--- src/rtl/panel_debounce.sv ---
// -----------------------------------------------------------------------------
// panel_debounce
//
// Front-panel button conditioner for the Altair machine on the ULX3S.
// Each button is an independent channel:
//   raw pin -> polarity normalise -> 2-flop synchroniser -> counter debounce
//   -> registered level plus one-cycle press/release pulses, with an optional
//   hold-to-repeat FSM that re-pulses btn_press while the button stays held.
//
// Ports
//   clk          system clock (25 MHz)
//   resetn       asynchronous, active-low reset
//   btn_raw      raw, unsynchronised button pins
//   btn_level    debounced level, 1 = pressed
//   btn_press    one-cycle pulse on each accepted press and on each repeat
//   btn_release  one-cycle pulse on each accepted release
//
// All outputs come straight from flops; there is no combinational path from
// btn_raw to any output.
// -----------------------------------------------------------------------------
module panel_debounce #(
    parameter int unsigned       N_BTN           = 6,
    parameter int unsigned       DEBOUNCE_CYCLES = 250000,
    parameter int unsigned       REPEAT_DELAY    = 12500000,
    parameter int unsigned       REPEAT_PERIOD   = 2500000,
    parameter logic [N_BTN-1:0]  ACTIVE_LOW_MASK = N_BTN'(1),
    parameter logic [N_BTN-1:0]  REPEAT_MASK     = '0
) (
    input  logic             clk,
    input  logic             resetn,
    input  logic [N_BTN-1:0] btn_raw,
    output logic [N_BTN-1:0] btn_level,
    output logic [N_BTN-1:0] btn_press,
    output logic [N_BTN-1:0] btn_release
);

    localparam int unsigned CNT_W  = $clog2(DEBOUNCE_CYCLES + 1);
    localparam int unsigned R_MAX  = (REPEAT_DELAY > REPEAT_PERIOD) ? REPEAT_DELAY : REPEAT_PERIOD;
    localparam int unsigned RCNT_W = $clog2(R_MAX + 1);

    localparam logic [CNT_W-1:0]  CNT_LAST    = CNT_W'(DEBOUNCE_CYCLES - 1);
    localparam logic [RCNT_W-1:0] DELAY_LAST  = RCNT_W'(REPEAT_DELAY - 1);
    localparam logic [RCNT_W-1:0] PERIOD_LAST = RCNT_W'(REPEAT_PERIOD - 1);

    typedef enum logic [1:0] {
        ST_IDLE   = 2'd0,
        ST_DELAY  = 2'd1,
        ST_REPEAT = 2'd2
    } rpt_state_e;

    for (genvar i = 0; i < N_BTN; i++) begin : g_ch
        logic              meta_q, meta_d;
        logic              sync_q, sync_d;
        logic [CNT_W-1:0]  cnt_q, cnt_d;
        logic              level_q, level_d;
        logic              press_q, press_d;
        logic              release_q, release_d;
        rpt_state_e        state_q, state_d;
        logic [RCNT_W-1:0] rcnt_q, rcnt_d;
        logic              accept;

        always_comb begin
            // Synchroniser stage: normalise so that 1 always means pressed.
            meta_d    = btn_raw[i] ^ ACTIVE_LOW_MASK[i];
            sync_d    = meta_q;

            cnt_d     = cnt_q;
            level_d   = level_q;
            press_d   = 1'b0;
            release_d = 1'b0;
            state_d   = state_q;
            rcnt_d    = rcnt_q;
            accept    = 1'b0;

            // Debounce stage: any cycle agreeing with the current level
            // restarts the count, so a glitch never accumulates.
            if (sync_q != level_q) begin
                if (cnt_q == CNT_LAST) begin
                    accept  = 1'b1;
                    level_d = sync_q;
                    cnt_d   = '0;
                end else begin
                    cnt_d = cnt_q + CNT_W'(1);
                end
            end else begin
                cnt_d = '0;
            end

            // Pulses are raised on the same edge that updates the level, so
            // they coincide with the first cycle of the new level.
            press_d   = accept & sync_q;
            release_d = accept & ~sync_q;

            // Repeat stage: a falling level wins over any repeat due now.
            if (accept && !sync_q) begin
                state_d = ST_IDLE;
                rcnt_d  = '0;
            end else begin
                case (state_q)
                    ST_IDLE: begin
                        if (accept && sync_q && REPEAT_MASK[i]) begin
                            state_d = ST_DELAY;
                            rcnt_d  = '0;
                        end
                    end
                    ST_DELAY: begin
                        if (rcnt_q == DELAY_LAST) begin
                            press_d = 1'b1;
                            rcnt_d  = '0;
                            state_d = ST_REPEAT;
                        end else begin
                            rcnt_d = rcnt_q + RCNT_W'(1);
                        end
                    end
                    ST_REPEAT: begin
                        if (rcnt_q == PERIOD_LAST) begin
                            press_d = 1'b1;
                            rcnt_d  = '0;
                        end else begin
                            rcnt_d = rcnt_q + RCNT_W'(1);
                        end
                    end
                    default: begin
                        state_d = ST_IDLE;
                        rcnt_d  = '0;
                    end
                endcase
            end
        end

        always_ff @(posedge clk or negedge resetn) begin
            if (!resetn) begin
                meta_q    <= 1'b0;
                sync_q    <= 1'b0;
                cnt_q     <= '0;
                level_q   <= 1'b0;
                press_q   <= 1'b0;
                release_q <= 1'b0;
                state_q   <= ST_IDLE;
                rcnt_q    <= '0;
            end else begin
                meta_q    <= meta_d;
                sync_q    <= sync_d;
                cnt_q     <= cnt_d;
                level_q   <= level_d;
                press_q   <= press_d;
                release_q <= release_d;
                state_q   <= state_d;
                rcnt_q    <= rcnt_d;
            end
        end

        assign btn_level[i]   = level_q;
        assign btn_press[i]   = press_q;
        assign btn_release[i] = release_q;
    end

endmodule

--- config.mk ---
export PLATFORM = sky130hd
export DESIGN_NAME = panel_debounce
export DESIGN_NICKNAME = d
export VERILOG_FILES = /design/src/rtl/panel_debounce.sv
export SDC_FILE = /design/constraint.sdc
export NUM_CORES = 1
export LEC_CHECK = 0
export ABC_CLOCK_PERIOD_IN_PS = 2400
export CORE_UTILIZATION = 54
export DETAILED_ROUTE_END_ITERATION = 7
export GPL_ROUTABILITY_DRIVEN = 0
export GPL_TIMING_DRIVEN = 1
export PLACE_DENSITY = 0.8
export REMOVE_ABC_BUFFERS = 1
export SYNTH_ARGS = -nofsm -noshare
export SYNTH_HDL_FRONTEND = slang
export SYNTH_SLANG_ARGS = --single-unit
export TNS_END_PERCENT = 1
--- constraint.sdc ---
create_clock -name clk -period 2.4 [get_ports clk]
set_input_delay 0.48 -clock clk [delete_from_list [all_inputs] [get_ports clk]]
set_output_delay 0.48 -clock clk [all_outputs]
set_load 0.02 [all_outputs]
==> flow_metrics.tcl <==
set metrics [dict create \
    nets 674 \
    hold_class "flip-flop to flip-flop" \
    initial_utilization 0.561 \
    ios 26 \
    crit_buf_inv 1 \
    finalSetupViolations 0 \
    clock_skew_ps 11.1 \
    cts.clk_slew.worst_paths_ps 60 \
    drc 0 \
    arrival_ps 2520 \
    switching_share 0.199 \
    ant_nets 0 \
    seqPwrFrac 0.426 \
    syn_area_per_cell_um2 10.4 \
    critPathMaxFanout 7 \
    routed_wl_um 12300 \
    vias_per_cell 5.72 \
    die_y_um 112 \
    synth-compound-area-share 0.0291 \
    worstSkewPairLatency_ps 430 \
    nFillCells 803 \
    port_buffers 25 \
    synth_edf_count 0 \
    timing.fmax_ghz 0.450 \
    synth_flop_cell "dfrtp_1" \
    p_clk_frac 0.547 \
    postCtsSetupRepairBufs 0 \
    path_delay_family "simple AND/OR/NAND/NOR gates" \
    crit_slowest_cell "or4_4" \
    num_rows 39 \
    drive_gt1_frac 0.0951 \
    max_slew.worst_pin.slew_ps 457 \
    pre_cts_slack_ps 249 \
    max_slew_margin 0.695 \
    place_area_um2 6880 \
    ir_drop_mv 0.446 \
    grt-ovfl-total 0 \
    holdBufCountCts 1 \
    synthArstFlopShare 1.00 \
    max_stage_delay_ps 530 \
    htree_levels 4 \
    hpwl_um 8020 \
    synth_xor_area_frac 0.123 \
    tns_ps 0 \
    startpoint_type "flip-flop" \
    tritoncts "done" \
    stdcell_area_um2 7600 \
    ys_seq_elements 138 \
    core_um2 11600 \
    synth_mux_area_frac 0.0110 \
    first_global_vias 4716 \
    syn_to_final_growth_pct 17.1 \
    whs_ps 347 \
    finalMaxSlewViolations 0 \
    cts.repair.resized 0 \
    syn_area_um2 6480 \
    antenna_found_initial 0 \
    grt_max_degree 49 \
    hold_violations 0 \
    dieArea_um2 12500 \
    worst-setup-path-type "flip-flop to flip-flop" \
    p_int_mw 4.51 \
    fin_ws_ps 176 \
    status "complete, no violations" \
    synth_top_family_by_area "simple AND/OR/NAND/NOR gates" \
    fin_crit_ps 2220 \
    grt_use_total 0.220 \
    die_w_um 112 \
    post-route-period-util 0.927 \
    cts_buffer_depth 2 \
    vias 4670 \
    grt_pass1_wl_um 21700 \
    diodes 0 \
    seq_area_frac_synth 0.533 \
    routedWlPerCell_um 15.1 \
    endpoint_kind "flip-flop" \
    worstPathRequired_ps 2700 \
    rsz0062_at_grt "no" \
    comb_power_share 0.028 \
    drt_iter0_markers 265 \
    p_leak_nw 3.09 \
    dr.pass1.iters 4 \
    ys_warn_count 0 \
    clockRootBuffer "clkbuf_16" \
    power_switching_mw 1.12 \
    powerDensity_nw_per_um2 742 \
    crit_chain "or4b_1 > or4_4 > o21ai_2 > buf_4 > nor2_1" \
    synthAdderAreaFrac 0.0116 \
    synthCells 625 \
    synth_cell_type_count 39 \
    synthSimpleGateAreaFrac 0.257 \
    drv_cap 0 \
    cts.sinks 138 \
    cts_buffers 17 \
]
[worst register-to-register path, stage by stage, from the launching register on]
cell and delay (ps):
dfrtp_1 460, or4b_1 490, or4_4 530, o21ai_2 340, buf_4 220, nor2_1 60
[power groups by stage]
stage	registers (mW)	logic, mW	clock network (mW)
after global routing	2.40	0.181	3.23
after floorplan	2.43	0.0613	0
after global placement	2.44	0.153	0
after detailed placement	2.44	0.157	0
final	2.40	0.156	3.08
after CTS	2.40	0.161	3.12
[final timing paths]
path | startpoint | to | slack [ps] | depth (start not counted)
setup / recovery | g_ch[1].cnt_q[4] | g_ch[1].cnt_q[12] | 180 | 5
hold / removal | g_ch[5].meta_q | g_ch[5].sync_q | 350 | 0
setup reg to reg | g_ch[1].cnt_q[4] | g_ch[1].cnt_q[12] | 180 | 5
hold reg to reg | g_ch[5].meta_q | g_ch[5].sync_q | 350 | 0
max in group asynchronous | resetn | g_ch[3].cnt_q[9] | 1220 | 3
min in group asynchronous | resetn | g_ch[1].meta_q | 560 | 2
[cell type report]
type                            count  area (um2)  area share
Clock buffer                       18         439      0.0578
Clock inverter                     14         265      0.0349
Timing Repair Buffer               43         402      0.0529
Sequential cell                   138        3450       0.455
Tap cell                          143         179      0.0236
Inverter                           16        60.1     0.00791
Multi-Input combinational cell    444        2800       0.368
[per-stage QoR]
stage	power [mW]	utilization	cells
floorplan	2.49	-	598
global placement	2.59	0.595	783
detailed placement	2.59	0.595	783
CTS	5.67	0.657	816
global route	5.82	0.657	816
finish	5.63	0.657	816
[per-layer routing]
| metal | track usage | vias up | routed length [um] | part of all wire |
|---|---|---|---|---|
| li1 | - | 2263 | - | - |
| met1 | 0.268 | 2303 | 5380 | 0.44 |
| met2 | 0.373 | 88 | 6340 | 0.52 |
| met3 | 0.0593 | 16 | 404 | 0.033 |
| met4 | 0.0919 | 0 | 183 | 0.015 |
| met5 | 0 | - | 0 | 0 |
[state kept, by name, summed over array words and instances, names as in the netlist]
name            flops
g_ch.release_q      6
g_ch.press_q        6
g_ch.sync_q         6
g_ch.level_q        6
g_ch.meta_q         6
g_ch.cnt_q        108
[cells by family (layout without fill, tap and decap cells)]
kind of cell | after synthesis | count (layout)
AOI/OAI and AO/OA | 27 | 27
xor gates and xnor gates | 91 | 91
adders and majority gates | 6 | 6
buffers and inverters | 43 | 91
DFF | 138 | 138
muxes | 6 | 6
and+or+nand+nor | 314 | 314
[placed cells by master (no fill, tap or decap), types with 4 or more instances in the layout]
cell type and n:
and3_1 13, bufinv_16 7, or3_1 7, nand3_1 38, o21ai_0 6, nor3_1 13
clkdlybuf4s50_1 24, xnor2_1 66, o31ai_1 5, nor4b_1 4, nand2_1 27, buf_4 16
nor3b_1 15, and4_1 8, ha_1 6, xor2_1 25, mux2_2 5, dfrtp_1 138
or4_1 10, nor2_1 105, clkbuf_16 17, nand4_1 30, a21oi_1 10, inv_1 16
nor4_1 28
[cell usage after synthesis (3+ instances only)]
library cell | instances | area, um2
dfrtp_1 | 138 | 3450
nor2_1 | 105 | 394
xnor2_1 | 66 | 578
nand3_1 | 38 | 190
nand4_1 | 30 | 188
nor4_1 | 28 | 175
nand2_1 | 27 | 101
xor2_1 | 25 | 219
buf_4 | 19 | 143
inv_1 | 16 | 60.1
nor3b_1 | 15 | 113
and3_1 | 13 | 81.3
nor3_1 | 13 | 65.1
a21oi_1 | 10 | 50.1
or4_1 | 10 | 75.1
and4_1 | 8 | 70.1
clkbuf_1 | 7 | 26.3
or3_1 | 7 | 43.8
ha_1 | 6 | 75.1
o21ai_0 | 6 | 30.0
mux2_2 | 5 | 56.3
o31ai_1 | 5 | 37.5
nor4b_1 | 4 | 35.0
nand2b_1 | 3 | 18.8
nand3b_1 | 3 | 22.5
o41ai_2 | 3 | 48.8
or4b_1 | 3 | 30.0
(Power assumes the default switching activity.)
